File: src/rtl/my_pipe_pkg.sv
// rtl/my_pipe_pkg.sv - shared helpers for the elastic pipeline register
package my_pipe_pkg;

  // Width of an occupancy counter able to hold 0..depth inclusive.
  function automatic int cnt_width(input int depth);
    return (depth < 1) ? 1 : $clog2(depth + 1);
  endfunction

endpackage

File: src/rtl/my_pipe_stage.sv
// rtl/my_pipe_stage.sv - one valid+data register of the elastic pipeline
module my_pipe_stage #(
  parameter int               WIDTH   = 8,
  parameter logic [WIDTH-1:0] RST_VAL = '0
) (
  input  logic             clk_i,
  input  logic             rst_ni,
  input  logic             clr_i,
  input  logic             en_i,
  input  logic             src_valid_i,
  input  logic [WIDTH-1:0] src_data_i,
  output logic             valid_o,
  output logic [WIDTH-1:0] data_o
);

  logic             valid_q, valid_d;
  logic [WIDTH-1:0] data_q,  data_d;

  // Next state: clear drops the valid bit only; data moves only with a valid source.
  always_comb begin
    valid_d = valid_q;
    data_d  = data_q;
    if (clr_i) begin
      valid_d = 1'b0;
    end else if (en_i) begin
      valid_d = src_valid_i;
      if (src_valid_i) begin
        data_d = src_data_i;
      end
    end
  end

  // Stage register with asynchronous active-low reset.
  always_ff @(posedge clk_i or negedge rst_ni) begin
    if (!rst_ni) begin
      valid_q <= 1'b0;
      data_q  <= RST_VAL;
    end else begin
      valid_q <= valid_d;
      data_q  <= data_d;
    end
  end

  assign valid_o = valid_q;
  assign data_o  = data_q;

endmodule

File: src/rtl/my_pipe.sv
// rtl/my_pipe.sv - DEPTH-stage elastic pipeline register with flush and occupancy
module my_pipe
  import my_pipe_pkg::*;
#(
  parameter  int               WIDTH   = 8,
  parameter  int               DEPTH   = 4,
  parameter  logic [WIDTH-1:0] RST_VAL = '0,
  localparam int               CW      = cnt_width(DEPTH)
) (
  input  logic             clk,
  input  logic             rst,
  input  logic             in_valid,
  input  logic [WIDTH-1:0] in_data,
  output logic             in_ready,
  output logic             out_valid,
  output logic [WIDTH-1:0] out_data,
  input  logic             out_ready,
  input  logic             flush,
  output logic [CW-1:0]    count
);

  typedef struct packed {
    logic             valid;
    logic [WIDTH-1:0] data;
  } stage_t;

  stage_t         stg [DEPTH];
  logic [DEPTH:0] en;
  logic           in_accept;

  // Ready chain: a stage may advance if it is empty or everything ahead advances.
  always_comb begin
    en        = '0;
    en[DEPTH] = out_ready & ~flush;
    for (int i = DEPTH - 1; i >= 0; i--) begin
      en[i] = ~stg[i].valid | en[i+1];
    end
  end

  assign in_ready  = en[0] & ~flush;
  assign in_accept = in_valid & in_ready;

  for (genvar i = 0; i < DEPTH; i++) begin : g_stage
    logic             src_valid;
    logic [WIDTH-1:0] src_data;
    logic             sv;
    logic [WIDTH-1:0] sd;

    if (i == 0) begin : g_head
      assign src_valid = in_accept;
      assign src_data  = in_data;
    end else begin : g_body
      assign src_valid = stg[i-1].valid;
      assign src_data  = stg[i-1].data;
    end

    my_pipe_stage #(
      .WIDTH  (WIDTH),
      .RST_VAL(RST_VAL)
    ) u_stage (
      .clk_i      (clk),
      .rst_ni     (rst),
      .clr_i      (flush),
      .en_i       (en[i]),
      .src_valid_i(src_valid),
      .src_data_i (src_data),
      .valid_o    (sv),
      .data_o     (sd)
    );

    assign stg[i] = {sv, sd};
  end

  assign out_valid = stg[DEPTH-1].valid & ~flush;
  assign out_data  = stg[DEPTH-1].data;

  // Occupancy is the number of set valid bits.
  always_comb begin
    count = '0;
    for (int i = 0; i < DEPTH; i++) begin
      count = count + CW'(stg[i].valid);
    end
  end

endmodule

File: config.mk
export PLATFORM = sky130hd
export DESIGN_NAME = my_pipe
export DESIGN_NICKNAME = d
export VERILOG_FILES = /design/src/rtl/my_pipe_pkg.sv /design/src/rtl/my_pipe_stage.sv /design/src/rtl/my_pipe.sv
export SDC_FILE = /design/constraint.sdc
export NUM_CORES = 1
export LEC_CHECK = 0
export BUFFER_PORTS_ARGS = -buffer_cell sky130_fd_sc_hd__buf_2
export CAP_MARGIN = 20
export CORE_MARGIN = 3
export CORE_UTILIZATION = 25
export DETAILED_ROUTE_END_ITERATION = 8
export GPL_TIMING_DRIVEN = 1
export SYNTH_ARGS = -nofsm -noshare
export SYNTH_HDL_FRONTEND = slang
export SYNTH_SLANG_ARGS = --single-unit
File: constraint.sdc
create_clock -name clk -period 1.8 [get_ports clk]
set_input_delay 0.36 -clock clk [delete_from_list [all_inputs] [get_ports clk]]
set_output_delay 0.36 -clock clk [all_outputs]
set_load 0.05 [all_outputs]
==> results.json, run 1 <==
{
  "yosys.area.top_type": "dfrtp_1",
  "slew_headroom_pct": 48.9,
  "synth_flop_cell": "dfrtp_1",
  "grt.met1_usage_pct": 10.4,
  "grt_pass1_vias": 924,
  "p_sw_share_pct": 31.0,
  "clkSinkCount": 36,
  "pwr-share-seq_pct": 45.9,
  "synth_edf_count": 0,
  "die_area_um2": 6910,
  "antenna_left": 0,
  "fmax_mhz": 454,
  "rsz0062_at_grt": "yes",
  "p_int_uw": 1720,
  "nFillCells": 563,
  "yosys_warnings": 0,
  "synth_area_leaders": "dfrtp_1 61%, mux2_2 18%, mux2_4 8.1%, nor2_1 1.8%, ha_1 1.7%",
  "ctsHoldBuffers": 0,
  "diodes": 0,
  "setup_viol": 12,
  "ys_ff_latch": 36,
  "synth.area.mux_share_pct": 26.2,
  "die_h_um": 83.1,
  "met3_usage_pct": 2.98,
  "rows": 27,
  "switching_power_uw": 775,
  "critPathKind": "register to primary output",
  "synth_top_area_share_pct": 60.6,
  "grt.busiest_layer": "met2",
  "grt_use_total_pct": 8.21,
  "power.clock.fraction_pct": 26.9,
  "synthAdderAreaFrac_pct": 3.03,
  "fin_crit_sh_pct": 122,
  "core_um2": 5640,
  "hp-class": "primary input to asynchronous set/reset pin",
  "violations": "setup timing",
  "drt_wl_total_um": 2640,
  "crit_fanout": 2,
  "worstPathRequired_ns": 1.44,
  "hold_viol": 0,
  "syn_avg_cell_area_um2": 15.3,
  "syn2layout_area_growth_pct": 29.6,
  "grt_max_degree": 37,
  "synth.net_count": 113,
  "dp_cells": 197,
  "peakVddDrop_v": 0.000542,
  "drtPass1Iterations": 4,
  "ys_types": 18,
  "num_vias": 849,
  "drive_gt1_share_pct": 61.8,
  "cts-root-buf": "clkbuf_8",
  "nets": 151,
  "final_core_util_pct": 34.2,
  "synth_simple_gate_area_share_pct": 4.54,
  "combPwrFrac_pct": 27.2,
  "post-dp-hpwl_um": 1970,
  "power_uw": 2500,
  "antenna_found_initial": 0,
  "setup_ws_ns": -0.401,
  "post-route-min-period_ns": 2.20,
  "ys_seq_area_share_pct": 60.6,
  "synth_top_family_by_area": "multiplexers",
  "drt_iter0_drc": 18,
  "arrival_ns": 1.84,
  "max-cap-violations": 0,
  "start_util_pct": 26.4,
  "htree_num_levels": 2,
  "drc": 0,
  "preCtsSetupSlack_ns": -0.228,
  "synth_compound_area_share_pct": 2.27,
  "clkSlewWorstSetupHoldPaths_ns": 0.06,
  "gp_congestion": 0.726,
  "startpoint_type": "register",
  "setup_tns_ns": -1.39,
  "slew_violations": 0,
  "die_w_um": 83.1,
  "syn_area_um2": 1490,
  "cts_buffers": 5,
  "endpoint_kind": "primary output",
  "io_pins": 26,
  "post-synth-top-count-cell": "dfrtp_1",
  "route.detailed.wl_per_inst_um": 12.7,
  "grt_use_met2_pct": 12.2,
  "yosys-top-cells-count": "36 x dfrtp_1, 24 x mux2_2, 8 x mux2_4, 7 x nor2_1, 5 x inv_1",
  "clk_path_buf_depth": 2,
  "fin_skew_ns": 0.00373,
  "synthCells": 97,
  "synth-xor-area-share_pct": 0,
  "async_flop_share_pct": 100,
  "final_cells": 208,
  "cts_tree": "yes",
  "grt_overflow": 0,
  "insertion_delay_ns": 0.28,
  "tightest_slew_ns": 0.767,
  "powerDensity_nw_per_um2": 1300,
  "status": "finished with violations",
  "portBuffers": 25,
  "grt_pass1_wl_um": 4430,
  "p_leak_uw": 0.000926,
  "viasPerCell": 4.08
}
cell type report:
| cell class | instances | area, um2 | share of cell area [%] |
|---|---|---|---|
| Clock inverter | 2 | 35.0 | 1.82 |
| Timing Repair Buffer | 35 | 236 | 12.3 |
| Inverter | 5 | 18.8 | 0.973 |
| Clock buffer | 6 | 72.6 | 3.76 |
| Sequential cell | 36 | 901 | 46.7 |
| Multi-Input combinational cell | 52 | 574 | 29.8 |
| Tap cell | 72 | 90.1 | 4.67 |
worst max-delay path: stages (launching register included):
cell and delay [ns]:
dfrtp_1 0.36, inv_1 0.08, fa_1 0.52, inv_2 0.05, ha_4 0.16, ha_4 0.26
buf_8 0.14
timing repair:
item | 4_1_cts | 5_1_grt
gates resized for setup | 14 | 2
endpoints found under the setup margin | 4 | 6
buffers inserted | 2 | 3
pin swaps | 2 | 2
path summary, 6_finish.rpt:
kind                                                 to                    startpoint  slack [ns]  depth (start not counted)
setup / recovery                               count[1]    g_stage[1].u_stage.valid_o       -0.40                          6
hold / removal               g_stage[0].u_stage.valid_o                           rst        0.15                          1
setup reg to reg           g_stage[1].u_stage.data_o[6]    g_stage[1].u_stage.valid_o       -0.05                          6
hold reg to reg            g_stage[3].u_stage.data_o[4]  g_stage[3].u_stage.data_o[4]        0.50                          1
max in group asynchronous  g_stage[0].u_stage.data_o[7]                           rst        1.16                          1
min in group clk           g_stage[0].u_stage.data_o[7]                    in_data[7]        0.31                          2
power groups by stage:
stage          sequential (uW)  clock (uW)  combinational (uW)
6_report                  1150         673                 679
5_1_grt                   1180         744                 722
4_1_cts                   1150         704                 683
3_5_place_dp              1170           0                 663
3_3_place_gp              1160           0                 637
2_1_floorplan             1370           0                 279
cell families (layout without fill, tap and decap cells):
kind of cell,Yosys count,count (layout)
fa+ha+maj,3,3
mux,32,32
simple gates,12,12
flops,36,36
buf+inv,9,48
compound gates,5,5
stage by stage:
step / hold slack, ns / area [um2]
floorplan: 0.0644 / 1510
global placement: 0.453 / 1740
detailed placement: 0.485 / 1740
CTS: 0.171 / 1890
global route: 0.198 / 1930
finish: 0.153 / 1930
registers in the layout, indices dropped and copies added, names as in the netlist:
name	count
g_stage.u_stage.data_o	32
g_stage.u_stage.valid_o	4
layout by cell type, fill, tap and decap left out, drive strengths merged:
cell type | Yosys | routed
buf | 3 | 35
and4b | 1 | 1
nor3b | 1 | 1
nor2 | 7 | 7
a21oi | 4 | 4
clkbuf | 1 | 6
a211o | 1 | 1
or3 | 1 | 1
inv | 5 | 5
dfrtp | 36 | 36
ha | 2 | 2
nor2b | 1 | 1
bufinv | 0 | 1
fa | 1 | 1
mux2 | 32 | 32
clkinv | 0 | 1
nand2b | 1 | 1
routing by layer:
metal  vias up  routed length [um]
li1        413                   -
met1       409                1240
met2        22                1250
met3         5                  77
met4         0                  66
met5         -                   0
(Power assumes the default switching activity.)
==> inputs of run 2 (changes only) <==
GPL_ROUTABILITY_DRIVEN = 0   (was default)
clock period = 2.33 ns   (was 1.8 ns; I/O delays follow)
==> run 2 against run 1 <==
Against the previous run:
- the flow now finishes without violations
- worst setup slack better by 0.44 ns
- cell area fell by 5.5%
- register-to-register slack gained 0.57 ns
- combinational power fell by 26%
- highest routed layer unchanged
==> results.json, run 2 (synthesis gave the netlist of run 1 again) <==
{
  "hp-class": "primary input to asynchronous set/reset pin",
  "rows": 27,
  "insertion_delay_ns": 0.28,
  "grt_overflow": 0,
  "setup_tns_ns": 0,
  "final_cell_mix": "36 x dfrtp_1, 24 x mux2_2, 24 x buf_2, 8 x mux2_4, 7 x nor2_1",
  "io_pins": 26,
  "portBuffers": 25,
  "clkSlewWorstSetupHoldPaths_ns": 0.06,
  "critPathKind": "register to primary output",
  "clk_path_buf_depth": 2,
  "power_uw": 1830,
  "wl_met3_um": 49,
  "fin_crit_sh_pct": 98.4,
  "htree_num_levels": 2,
  "antenna_left": 0,
  "wl_met2_um": 1130,
  "post-dp-hpwl_um": 1780,
  "die_w_um": 83.1,
  "post-route-min-period_ns": 2.29,
  "start_util_pct": 26.4,
  "fmax_mhz": 436,
  "nets": 144,
  "grt_pass1_vias": 914,
  "drt_iter0_drc": 48,
  "max-cap-violations": 0,
  "grt_max_degree": 37,
  "fin_skew_ns": 0.00316,
  "endpoint_kind": "primary output",
  "num_vias": 805,
  "tightest_slew_ns": 0.749,
  "largest_reg_flops": 32,
  "cts_tree": "yes",
  "peakVddDrop_v": 0.000384,
  "status": "complete, no violations",
  "drtPass1Iterations": 3,
  "setup_viol": 0,
  "nFillCells": 554,
  "hold_viol": 0,
  "final_common_cell": "dfrtp_1",
  "arrival_ns": 1.83,
  "crit_fanout": 2,
  "ctsHoldBuffers": 0,
  "grt_pass1_wl_um": 4260,
  "startpoint_type": "register",
  "rsz0062_at_grt": "yes",
  "antenna_found_initial": 0,
  "powerDensity_nw_per_um2": 1000,
  "slew_violations": 0,
  "critPathMaxStageDelay_ns": 0.54,
  "cp_cell_sequence": "inv_2 > fa_1 > inv_2 > ha_4 > ha_4 > buf_8",
  "cts_buffers": 5,
  "critPathSlowestCell": "fa_1",
  "clkSinkCount": 36,
  "grt_use_total_pct": 7.74,
  "drc": 0,
  "cts-root-buf": "clkbuf_8",
  "syn2layout_area_growth_pct": 22.5,
  "m1WireLength_um": 1150,
  "top_layer_used": "met4",
  "slew_headroom_pct": 50.1,
  "worstPathRequired_ns": 1.86,
  "die_h_um": 83.1,
  "drive_gt1_share_pct": 58.9,
  "route.detailed.wl_per_inst_um": 11.9,
  "p_leak_uw": 0.000878,
  "diodes": 0,
  "die_area_um2": 6910,
  "drt_wl_total_um": 2390,
  "viasPerCell": 4.00,
  "core_um2": 5640
}
[run 2: cell count changes in the layout (fill, tap and decap cells not counted), sizes merged]
cell / change
clkinv: +1
buf: -7
bufinv: -1
[run 2: path summary, 6_finish.rpt]
path                                         startpoint                      endpoint  slack (ns)  cells past startpoint
hold / removal                                      rst  g_stage[0].u_stage.data_o[3]        0.25                      1
setup reg to reg             g_stage[1].u_stage.valid_o  g_stage[1].u_stage.data_o[5]        0.52                      4
hold reg to reg            g_stage[3].u_stage.data_o[7]  g_stage[3].u_stage.data_o[7]        0.50                      1
setup / recovery             g_stage[0].u_stage.valid_o                      count[1]        0.04                      6
max in group asynchronous                           rst  g_stage[0].u_stage.data_o[6]        1.60                      1
min in group clk                             in_data[1]  g_stage[0].u_stage.data_o[1]        0.41                      2
[run 2: what timing repair did]
| action | 4_1_cts | 5_1_grt |
|---|---|---|
| buffers inserted | 2 | 1 |
| pin swaps | 1 | 0 |
| gates resized for setup | 6 | 3 |
| endpoints found under the setup margin | 3 | 2 |
[run 2: cell type report]
cell class / count / area, um2 / area share (%)
Timing Repair Buffer: 28 / 158 / 8.65
Multi-Input combinational cell: 52 / 562 / 30.8
Inverter: 5 / 18.8 / 1.03
Clock inverter: 2 / 10.0 / 0.549
Clock buffer: 6 / 82.6 / 4.53
Sequential cell: 36 / 901 / 49.5
Tap cell: 72 / 90.1 / 4.95
[run 2: where the power goes]
part / total [uW] / leakage [uW] / switching, uW / internal (uW)
clock: 440 / 0.0000510 / 205 / 235
sequential: 882 / 0.000445 / 85.7 / 796
combinational: 505 / 0.000382 / 300 / 205
total: 1830 / 0.000878 / 591 / 1240
[run 2: stage by stage]
stage          setup WS [ns]  hold slack (ns)  cell area [um2]  util, %  std cells
2_1_floorplan          0.131            0.170             1490        -         97
3_3_place_gp           0.150            0.484             1670     29.6        190
3_5_place_dp           0.111            0.491             1670     29.6        190
4_1_cts              0.00794            0.278             1800     31.9        200
5_1_grt              -0.0206            0.312             1820     32.3        201
6_report              0.0383            0.253             1820     32.3        201
[run 2: per-layer routing]
layer | vias to the layer above | track usage (%)
met3 | 5 | 1.59
met2 | 17 | 11.3
met1 | 389 | 10.0
met5 | - | 0
li1 | 394 | -
met4 | 0 | 5.79
[run 2: critical path, delay by kind of cell (launching register included)]
family | cells | cell delay [ns]
buf+inv | 3 | 0.23
flops | 1 | 0.36
fa+ha+maj | 3 | 0.95
==> inputs of run 3 (changes only) <==
CORE_ASPECT_RATIO = 0.6   (was default)
clock period = 2.8 ns   (was 2.33 ns; I/O delays follow)
==> run 3 against run 2 <==
Against the previous run:
- global-route usage grew 0.74 points
- critical path depth is the same
- cell area shrank 3.4%
- register-to-register slack gained 0.57 ns
- non-clock buffer count shrank 3
- via count grew 0.50%
- critical path type unchanged
- largest cell class unchanged
- largest power group unchanged
==> results.json, run 3 (synthesis gave the netlist of run 1 again) <==
{
  "rows": 21,
  "core_um2": 5680,
  "route.detailed.wl_per_inst_um": 12.7,
  "grt_overflow": 0,
  "grt_pass1_wl_um": 4270,
  "arrival_ns": 2.07,
  "power.clock.fraction_pct": 22.5,
  "grt_use_total_pct": 8.48,
  "wl_met3_um": 171,
  "clkSinkCount": 36,
  "pwr-share-seq_pct": 49.8,
  "fin_crit_sh_pct": 93.8,
  "power_uw": 1490,
  "hold_viol": 0,
  "switching_power_uw": 492,
  "antenna_left": 0,
  "nets": 141,
  "syn2layout_area_growth_pct": 18.3,
  "drive_gt1_share_pct": 52.8,
  "diodes": 0,
  "startpoint_type": "register",
  "num_vias": 809,
  "combPwrFrac_pct": 27.7,
  "drt_wl_total_um": 2600,
  "fmax_mhz": 381,
  "tightest_slew_ns": 0.791,
  "cts_buffers": 5,
  "crit_fanout": 5,
  "slew_violations": 0,
  "top_layer_used": "met4",
  "slew_headroom_pct": 47.3,
  "nFillCells": 585,
  "final_cell_mix": "36 x dfrtp_1, 25 x buf_2, 24 x mux2_2, 8 x mux2_4, 7 x nor2_1",
  "die_h_um": 65.8,
  "die_area_um2": 6940,
  "htree_num_levels": 2,
  "preCtsSetupSlack_ns": 0.476,
  "portBuffers": 25,
  "ctsHoldBuffers": 0,
  "setup_viol": 0,
  "drtPass1Iterations": 4,
  "powerDensity_nw_per_um2": 847,
  "setup_ws_ns": 0.174,
  "largest_reg_flops": 32,
  "final_common_cell": "dfrtp_1",
  "cts_resized": 0,
  "critPathKind": "register to primary output",
  "viasPerCell": 3.95,
  "endpoint_kind": "primary output",
  "p_leak_uw": 0.000857,
  "insertion_delay_ns": 0.28,
  "clkSlewWorstSetupHoldPaths_ns": 0.07,
  "m1WireLength_um": 1370,
  "start_util_pct": 26.2,
  "p_sw_share_pct": 33.0,
  "cts_tree": "yes",
  "drt_iter0_drc": 41,
  "setup_tns_ns": 0,
  "postCtsSetupBuffers": 0,
  "status": "complete, no violations",
  "clk_path_buf_depth": 2,
  "worstPathRequired_ns": 2.24,
  "final_cells": 205,
  "grt_max_degree": 37,
  "peakVddDrop_v": 0.000207,
  "dp_cells": 198,
  "hp-class": "primary input to asynchronous set/reset pin",
  "die_w_um": 106,
  "max-cap-violations": 0,
  "rsz0062_at_grt": "no",
  "drc": 0,
  "io_pins": 26,
  "fin_skew_ns": 0.00637,
  "p_int_uw": 998,
  "post-route-min-period_ns": 2.63,
  "post-dp-hpwl_um": 1950,
  "cts-root-buf": "clkbuf_8",
  "grt_pass1_vias": 835,
  "antenna_found_initial": 0,
  "wl_met2_um": 1040
}
[run 3: cell types whose count changed in the layout (fill, tap and decap cells not counted), sizes merged]
| cell | delta |
|---|---|
| buf | -3 |
| clkinv | -1 |
[run 3: through the flow]
step           instance area [um2]  hold slack, ns  utilization [%]
2_1_floorplan                 1490           0.264                -
3_3_place_gp                  1680           0.481             29.6
3_5_place_dp                  1680           0.491             29.6
4_1_cts                       1760           0.378             31.0
5_1_grt                       1760           0.404             31.0
6_report                      1760           0.354             31.0
[run 3: metal layers]
layer  track usage (%)  up-vias
met1              11.0      396
met3              4.51        2
met2              11.0       24
met4              4.85        0
li1                  -      387
met5                 0        -
[run 3: worst max-delay path, stage by stage, from the launching register on]
cell and delay, ns:
dfrtp_1 0.41, inv_1 0.10, fa_1 0.55, inv_1 0.04
ha_1 0.17, ha_1 0.26, buf_2 0.25
[run 3: worst paths after layout]
kind | from | slack (ns) | endpoint | cells after the start
worst max-delay path | g_stage[0].u_stage.valid_o | 0.17 | count[1] | 6
worst min-delay path | rst | 0.35 | g_stage[1].u_stage.valid_o | 1
worst max register to register | g_stage[2].u_stage.valid_o | 1.09 | g_stage[1].u_stage.data_o[4] | 3
worst min register to register | g_stage[3].u_stage.data_o[1] | 0.50 | g_stage[3].u_stage.data_o[1] | 1
max in group asynchronous | rst | 1.94 | g_stage[3].u_stage.data_o[4] | 1
min in group clk | g_stage[3].u_stage.data_o[1] | 0.50 | g_stage[3].u_stage.data_o[1] | 1
[run 3: final cells by class]
type | instances | area, um2 | share of cell area [%]
clock buffers | 6 | 72.6 | 4.13
flip-flops and latches | 36 | 901 | 51.2
inverters | 5 | 18.8 | 1.07
well taps | 80 | 100 | 5.69
repair buffers | 25 | 125 | 7.11
multi-input cells | 52 | 537 | 30.5
clock inverters | 1 | 5.00 | 0.284
[run 3: power groups by stage]
| stage | clock network (uW) | logic [uW] | registers, uW |
|---|---|---|---|
| 6_report | 336 | 412 | 742 |
| 5_1_grt | 381 | 438 | 763 |
| 4_1_cts | 357 | 419 | 746 |
| 3_5_place_dp | 0 | 417 | 756 |
| 3_3_place_gp | 0 | 404 | 748 |
| 2_1_floorplan | 0 | 177 | 877 |
